[src/rtl/spi_master_ctrl_if.sv]
// Bundle of the local request/response signals and SPI pins for spi_master_ctrl.
// The controller takes the master modport; local logic (or a bench) takes the slave modport.
interface spi_master_ctrl_if #(
  parameter int DATA_W = 32
);
  // Request handshake: start acts as valid and !busy acts as ready. A frame
  // begins on the clk edge where start=1 and busy=0. tx_data is sampled only
  // on that edge. rx_data is valid on the edge that raises done, which lasts
  // exactly one cycle. start while busy=1 is dropped, not queued.
  logic              start;
  logic [DATA_W-1:0] tx_data;
  logic              busy;
  logic              done;
  logic [DATA_W-1:0] rx_data;
  logic              sclk;
  logic              cs_n;
  logic              mosi;
  logic              miso;

  modport master (
    input  start, tx_data, miso,
    output busy, done, rx_data, sclk, cs_n, mosi
  );

  modport slave (
    output start, tx_data, miso,
    input  busy, done, rx_data, sclk, cs_n, mosi
  );
endinterface

[src/rtl/spi_master_ctrl.sv]
// Single-slave SPI master, mode 0, MSB first; one DATA_W-bit full-duplex frame per start.
// Define SPI_MASTER_LOOPBACK_EN to feed mosi back into the receive shifter (miso ignored).
module spi_master_ctrl #(
  parameter int DATA_W   = 32,
  parameter int CLK_DIV  = 4,
  parameter int CS_SETUP = 2,
  parameter int CS_HOLD  = 2
) (
  input  logic               clk,
  input  logic               rst_n,
  spi_master_ctrl_if.master  bus,
  output logic [1:0]         o_dbg_state
);

  typedef enum logic [1:0] {
    S_IDLE  = 2'd0,
    S_SETUP = 2'd1,
    S_XFER  = 2'd2,
    S_HOLD  = 2'd3
  } state_t;

  // SETUP counts 0..CS_SETUP (the extra cycle is the accept-to-cs_n cycle),
  // HOLD counts 0..CS_HOLD-1; both share one phase counter.
  localparam int PH_MAX = (CS_SETUP + 1 > CS_HOLD) ? CS_SETUP + 1 : CS_HOLD;
  localparam int PH_W   = $clog2(PH_MAX);
  localparam int HALF_W = (CLK_DIV > 1) ? $clog2(CLK_DIV) : 1;
  localparam int BIT_W  = $clog2(DATA_W);

  localparam logic [PH_W-1:0]   SETUP_LAST = PH_W'(CS_SETUP);
  localparam logic [PH_W-1:0]   HOLD_LAST  = PH_W'(CS_HOLD - 1);
  localparam logic [HALF_W-1:0] HALF_LAST  = HALF_W'(CLK_DIV - 1);
  localparam logic [BIT_W-1:0]  BIT_LAST   = BIT_W'(DATA_W - 1);

  state_t              r_state;
  logic [PH_W-1:0]     r_ph_cnt;
  logic [HALF_W-1:0]   r_half_cnt;
  logic [BIT_W-1:0]    r_bit_cnt;
  logic [DATA_W-1:0]   r_tx;
  logic [DATA_W-1:0]   r_rx;
  logic [DATA_W-1:0]   r_rx_data;
  logic                r_sclk;
  logic                r_cs_n;
  logic                r_mosi;
  logic                r_busy;
  logic                r_done;

  state_t              w_state;
  logic [PH_W-1:0]     w_ph_cnt;
  logic [HALF_W-1:0]   w_half_cnt;
  logic [BIT_W-1:0]    w_bit_cnt;
  logic [DATA_W-1:0]   w_tx;
  logic [DATA_W-1:0]   w_rx;
  logic [DATA_W-1:0]   w_rx_data;
  logic                w_sclk;
  logic                w_cs_n;
  logic                w_mosi;
  logic                w_busy;
  logic                w_done;
  logic                w_rx_bit;

`ifdef SPI_MASTER_LOOPBACK_EN
  assign w_rx_bit = r_mosi;
`else
  assign w_rx_bit = bus.miso;
`endif

  always_ff @(posedge clk) begin
    if (!rst_n) begin
      r_state    <= S_IDLE;
      r_ph_cnt   <= '0;
      r_half_cnt <= '0;
      r_bit_cnt  <= '0;
      r_tx       <= '0;
      r_rx       <= '0;
      r_rx_data  <= '0;
      r_sclk     <= 1'b0;
      r_cs_n     <= 1'b1;
      r_mosi     <= 1'b0;
      r_busy     <= 1'b0;
      r_done     <= 1'b0;
    end else begin
      r_state    <= w_state;
      r_ph_cnt   <= w_ph_cnt;
      r_half_cnt <= w_half_cnt;
      r_bit_cnt  <= w_bit_cnt;
      r_tx       <= w_tx;
      r_rx       <= w_rx;
      r_rx_data  <= w_rx_data;
      r_sclk     <= w_sclk;
      r_cs_n     <= w_cs_n;
      r_mosi     <= w_mosi;
      r_busy     <= w_busy;
      r_done     <= w_done;
    end
  end

  always_comb begin
    w_state    = r_state;
    w_ph_cnt   = r_ph_cnt;
    w_half_cnt = r_half_cnt;
    w_bit_cnt  = r_bit_cnt;
    w_tx       = r_tx;
    w_rx       = r_rx;
    w_rx_data  = r_rx_data;
    w_sclk     = r_sclk;
    w_cs_n     = r_cs_n;
    w_mosi     = r_mosi;
    w_busy     = r_busy;
    w_done     = 1'b0;

    case (r_state)
      S_IDLE: begin
        if (bus.start) begin
          w_tx     = bus.tx_data;
          w_mosi   = bus.tx_data[DATA_W-1];
          w_cs_n   = 1'b0;
          w_busy   = 1'b1;
          w_ph_cnt = '0;
          w_state  = S_SETUP;
        end
      end

      S_SETUP: begin
        if (r_ph_cnt == SETUP_LAST) begin
          w_ph_cnt   = '0;
          w_half_cnt = '0;
          w_bit_cnt  = '0;
          w_state    = S_XFER;
        end else begin
          w_ph_cnt = r_ph_cnt + 1'b1;
        end
      end

      S_XFER: begin
        if (r_half_cnt == HALF_LAST) begin
          w_half_cnt = '0;
          if (!r_sclk) begin
            w_sclk = 1'b1;
            w_rx   = {r_rx[DATA_W-2:0], w_rx_bit};
          end else begin
            // Rotate so the next bit sits at the MSB; mosi follows it.
            w_sclk = 1'b0;
            w_tx   = {r_tx[DATA_W-2:0], r_tx[DATA_W-1]};
            w_mosi = r_tx[DATA_W-2];
            if (r_bit_cnt == BIT_LAST) begin
              w_bit_cnt = '0;
              w_ph_cnt  = '0;
              w_state   = S_HOLD;
            end else begin
              w_bit_cnt = r_bit_cnt + 1'b1;
            end
          end
        end else begin
          w_half_cnt = r_half_cnt + 1'b1;
        end
      end

      S_HOLD: begin
        if (r_ph_cnt == HOLD_LAST) begin
          w_ph_cnt  = '0;
          w_cs_n    = 1'b1;
          w_mosi    = 1'b0;
          w_busy    = 1'b0;
          w_done    = 1'b1;
          w_rx_data = r_rx;
          w_state   = S_IDLE;
        end else begin
          w_ph_cnt = r_ph_cnt + 1'b1;
        end
      end

      default: begin
        w_state = S_IDLE;
      end
    endcase
  end

  assign bus.busy    = r_busy;
  assign bus.done    = r_done;
  assign bus.rx_data = r_rx_data;
  assign bus.sclk    = r_sclk;
  assign bus.cs_n    = r_cs_n;
  assign bus.mosi    = r_mosi;
  assign o_dbg_state = r_state;

endmodule
[src/flat_wrapper.sv]
// flat-port wrapper written by rule: the top's interface ports become plain ports
module spi_master_ctrl_flat 
#(
  parameter int DATA_W   = 32,
  parameter int CLK_DIV  = 4,
  parameter int CS_SETUP = 2,
  parameter int CS_HOLD  = 2
)
  (clk, rst_n, o_dbg_state, bus_start, bus_tx_data, bus_miso, bus_busy, bus_done, bus_rx_data, bus_sclk, bus_cs_n, bus_mosi);
  spi_master_ctrl_if #(.DATA_W(DATA_W)) bus_i ();
  input  logic clk;
  input  logic rst_n;
  output logic [1:0] o_dbg_state;
  input wire logic [$bits(bus_i.start)-1:0] bus_start;
  input wire logic [$bits(bus_i.tx_data)-1:0] bus_tx_data;
  input wire logic [$bits(bus_i.miso)-1:0] bus_miso;
  output wire logic [$bits(bus_i.busy)-1:0] bus_busy;
  output wire logic [$bits(bus_i.done)-1:0] bus_done;
  output wire logic [$bits(bus_i.rx_data)-1:0] bus_rx_data;
  output wire logic [$bits(bus_i.sclk)-1:0] bus_sclk;
  output wire logic [$bits(bus_i.cs_n)-1:0] bus_cs_n;
  output wire logic [$bits(bus_i.mosi)-1:0] bus_mosi;
  assign bus_i.start = bus_start;
  assign bus_i.tx_data = bus_tx_data;
  assign bus_i.miso = bus_miso;
  assign bus_busy = bus_i.busy;
  assign bus_done = bus_i.done;
  assign bus_rx_data = bus_i.rx_data;
  assign bus_sclk = bus_i.sclk;
  assign bus_cs_n = bus_i.cs_n;
  assign bus_mosi = bus_i.mosi;
  spi_master_ctrl #(.DATA_W(DATA_W), .CLK_DIV(CLK_DIV), .CS_SETUP(CS_SETUP), .CS_HOLD(CS_HOLD)) u_core (.clk(clk), .rst_n(rst_n), .bus(bus_i), .o_dbg_state(o_dbg_state));
endmodule
[config.mk]
export PLATFORM = sky130hd
export DESIGN_NAME = spi_master_ctrl_flat
export DESIGN_NICKNAME = d
export VERILOG_FILES = /design/src/rtl/spi_master_ctrl_if.sv /design/src/rtl/spi_master_ctrl.sv /design/src/flat_wrapper.sv
export SDC_FILE = /design/constraint.sdc
export NUM_CORES = 1
export LEC_CHECK = 0
export ABC_AREA = 1
export CAP_MARGIN = 5
export CORE_ASPECT_RATIO = 0.5
export CORE_MARGIN = 5
export CORE_UTILIZATION = 55
export DETAILED_ROUTE_END_ITERATION = 8
export PLACE_DENSITY = 0.82
export SKIP_LAST_GASP = 1
export SLEW_MARGIN = 20
export SYNTH_ARGS = -nofsm -noshare
export SYNTH_HDL_FRONTEND = slang
export SYNTH_SLANG_ARGS = --single-unit
[constraint.sdc]
create_clock -name clk -period 4.2 [get_ports clk]
set_input_delay 0.84 -clock clk [delete_from_list [all_inputs] [get_ports clk]]
set_output_delay 0.84 -clock clk [all_outputs]
set_load 0.03 [all_outputs]
==> flow_metrics.env <==
export IMPL_clockPowerShare_pct=27.2
export IMPL_powerDensity_nw_per_um2=519
export IMPL_grt_usage_pct=18.9
export IMPL_slew_headroom_pct=38.5
export IMPL_timing_final_crit_share_pct=62.3
export IMPL_insertedDiodeCount=0
export IMPL_cp_slowest_cell="clkinv_1"
export IMPL_pwr_share_comb_pct=28.1
export IMPL_power_switching_mw=1.00
export IMPL_grt_max_degree=72
export IMPL_worst_hold_path_type="reg -> reg"
export IMPL_grt_pass1_vias=3733
export IMPL_clkSlewWorstSetupHoldPaths_ns=0.07
export IMPL_yosys_warnings=0
export IMPL_synth_top_cells_by_count="nand2_1 (191), nor2_1 (147), dfxtp_1 (112)"
export IMPL_drc=0
export IMPL_synthFlopType="dfxtp_1"
export IMPL_cts_hold_buf=0
export IMPL_critPathKind="reg -> reg"
export IMPL_core_um2=8060
export IMPL_slowest_delay_ns=0.86
export IMPL_final_util_pct=69.2
export IMPL_crit_path_end_kind="flip-flop"
export IMPL_maxSlewViolCount=0
export IMPL_cts_resized=0
export IMPL_async_flop_share_pct=0
export IMPL_maxCapViolCount=0
export IMPL_finalHoldWorstSlack_ns=0.447
export IMPL_first_pass_iters=4
export IMPL_ys_types=27
export IMPL_start_kind="flip-flop"
export IMPL_routed_via_density=4.99
export IMPL_sw_frac_of_total_pct=34.7
export IMPL_synth_edff_count=0
export IMPL_initial_core_util_pct=56.7
export IMPL_io_pins=75
export IMPL_synth_top_area_share_pct=49.1
export IMPL_grt_pass1_wl_um=16200
export IMPL_drive_gt1_share_pct=4.25
export IMPL_gp_congestion=0.834
export IMPL_fin_cells=818
export IMPL_synth_largest_area_cell="dfxtp_1"
export IMPL_ant_nets=0
export IMPL_cp_data_arrival_time_ns=2.90
export IMPL_clockRootBuffer="clkbuf_16"
export IMPL_clkSinkCount=112
export IMPL_synth_nets=691
export IMPL_pwr_share_seq_pct=44.8
export IMPL_synth_seq_cells=112
export IMPL_area_delta_synth_final_pct=22.1
export IMPL_cts_setup_buffers=0
export IMPL_num_vias=4078
export IMPL_final_area_um2=5580
export IMPL_cts_htree_levels=3
export IMPL_max_freq_ghz=0.382
export IMPL_critPathLaunch="u_core.o_dbg_state[0]"
export IMPL_die_w_um=139
export IMPL_cts_tree="done"
export IMPL_netlist_area_um2=4570
export IMPL_dp_hpwl_um=6110
export IMPL_required_ns=4.49
export IMPL_post_drt_wl_per_cell_um=11.8
export IMPL_setup_tns_ns=0
export IMPL_cp_depth=8
export IMPL_hold_viol_final=0
export IMPL_die_h_um=74.4
export IMPL_crit_chain="inv_1, ha_1, clkinv_1, a21oi_1, nor2_1, nand3_1, nand2_1, nor2_1"
export IMPL_cpLargestDelayFamily="buffers and inverters"
export IMPL_rows=23
export IMPL_synth_most_common_cell="nand2_1"
export IMPL_critical_path_buf_inv_count=2
export IMPL_p_int_mw=1.89
export IMPL_r2r_start="u_core.o_dbg_state[0]"
export IMPL_dp_cells=802
export IMPL_hold_start="u_core.bus.cs_n"
export IMPL_irDropWorstVdd_mv=0.288
export IMPL_yosys_top_cells_area="dfxtp_1 (49%), nand2_1 (16%), nor2_1 (12%), o21ai_0 (6.1%), a21oi_1 (4.3%)"
export IMPL_first_iter_violations=247
export IMPL_crit_fanout=34
export IMPL_skew_ns=0.00672
export IMPL_wl_um=9660
export IMPL_period_needed_ns=2.61
export IMPL_status="completed"
export IMPL_whs_path_depth=2
export IMPL_synth_cells=648
export IMPL_insertion_delay_ns=0.34
export IMPL_tightestPinTransition_ns=0.916
export IMPL_die_area_um2=10300
export IMPL_port_buffers=74
export IMPL_grt_overflow_total=0
export IMPL_final_setup_viol_count=0
export IMPL_r2r_cells=8
export IMPL_cts_made_buffers=9
export IMPL_synth_seq_area_share_pct=49.1
export IMPL_placed_area_um2=5310
export IMPL_clk_path_buf_depth=2
export IMPL_syn_area_per_cell_um2=7.05
export IMPL_antenna_found_initial=0
export IMPL_p_leak_nw=2.42
export IMPL_crit_top_cell="nor2_1"
export IMPL_rsz0062_at_grt="no"
export IMPL_nets=744
==> worst register-to-register path, delay by kind of cell, from the launching register on <==
family | cells | cell delay, ns
buffers and inverters | 2 | 0.96
adder cells (fa/ha/maj) | 1 | 0.45
AND/OR/NAND/NOR | 4 | 0.43
flip-flops | 1 | 0.36
AO/OA/AOI/OAI | 1 | 0.36
==> placed cells by master, fill, tap and decap left out <==
master,instances
a21boi_0,1
a21oi_1,39
buf_2,1
buf_4,5
clkbuf_1,2
clkbuf_16,9
clkdlybuf4s50_1,73
clkinv_1,1
clkinv_2,1
clkinv_4,1
clkinvlp_4,1
dfxtp_1,112
ha_1,7
inv_1,17
inv_2,2
inv_6,2
nand2_1,191
nand2_2,2
nand2_4,3
nand3_1,10
nand3_2,1
nand4_1,3
nor2_1,147
nor2_2,1
nor2_4,1
nor3_1,1
o211a_1,1
o211ai_1,1
o21ai_0,56
o21ai_1,13
o22ai_1,1
==> per-stage QoR <==
step	power (mW)	setup slack [ns]
detailed placement	2.13	1.30
global placement	2.10	1.34
finish	2.89	1.59
floorplan	1.94	2.51
CTS	2.92	1.60
global route	3.09	1.33
==> final timing paths <==
| check | to | slack, ns |
|---|---|---|
| max | u_core.o_dbg_state[1] | 1.59 |
| min | u_core.bus.cs_n | 0.45 |
| max reg2reg | u_core.o_dbg_state[1] | 1.59 |
| min reg2reg | u_core.bus.cs_n | 0.45 |
==> routing by layer <==
metal,global-route usage [%],up-vias,share of wire (%)
met5,0,-,0
met4,5.64,0,1.0
met3,5.27,12,5.2
met2,34.7,88,47
met1,22.3,1830,47
li1,-,2148,-
==> state kept, by name, indices dropped and copies added, names as in the netlist <==
signal,count
u_core.o_dbg_state,2
u_core.bus.sclk,1
u_core.bus.busy,1
u_core.r_bit_cnt,5
u_core.r_rx,32
u_core.r_tx,32
u_core.bus.done,1
u_core.bus.cs_n,1
u_core.bus.rx_data,32
u_core.r_ph_cnt,2
u_core.bus.mosi,1
u_core.r_half_cnt,2
==> layout make-up <==
type                       instances  area [um^2]
clock inverter                     5         38.8
clock buffer                      11          233
sequential                       112         2240
fill                             705         2480
inverter                          20         75.1
tap                              112          140
multi-input combinational        479         2080
timing repair buffer              79          773
==> kinds of logic (layout without fill, tap and decap cells) <==
group,Yosys count,after routing,share of synthesized area (%)
AOI/OAI and AO/OA,112,112,12.5
and+or+nand+nor,360,360,31.0
adders and majority gates,7,7,1.92
DFF,112,112,49.1
buffers and inverters,57,115,5.45
==> power by group through the flow <==
stage	registers [mW]	clock network (mW)	logic [mW]
finish	1.30	0.786	0.812
CTS	1.29	0.807	0.818
global placement	1.31	0	0.784
floorplan	1.34	0	0.603
detailed placement	1.32	0	0.811
global route	1.31	0.847	0.935
Note: power is estimated with default switching activity, not from simulation.
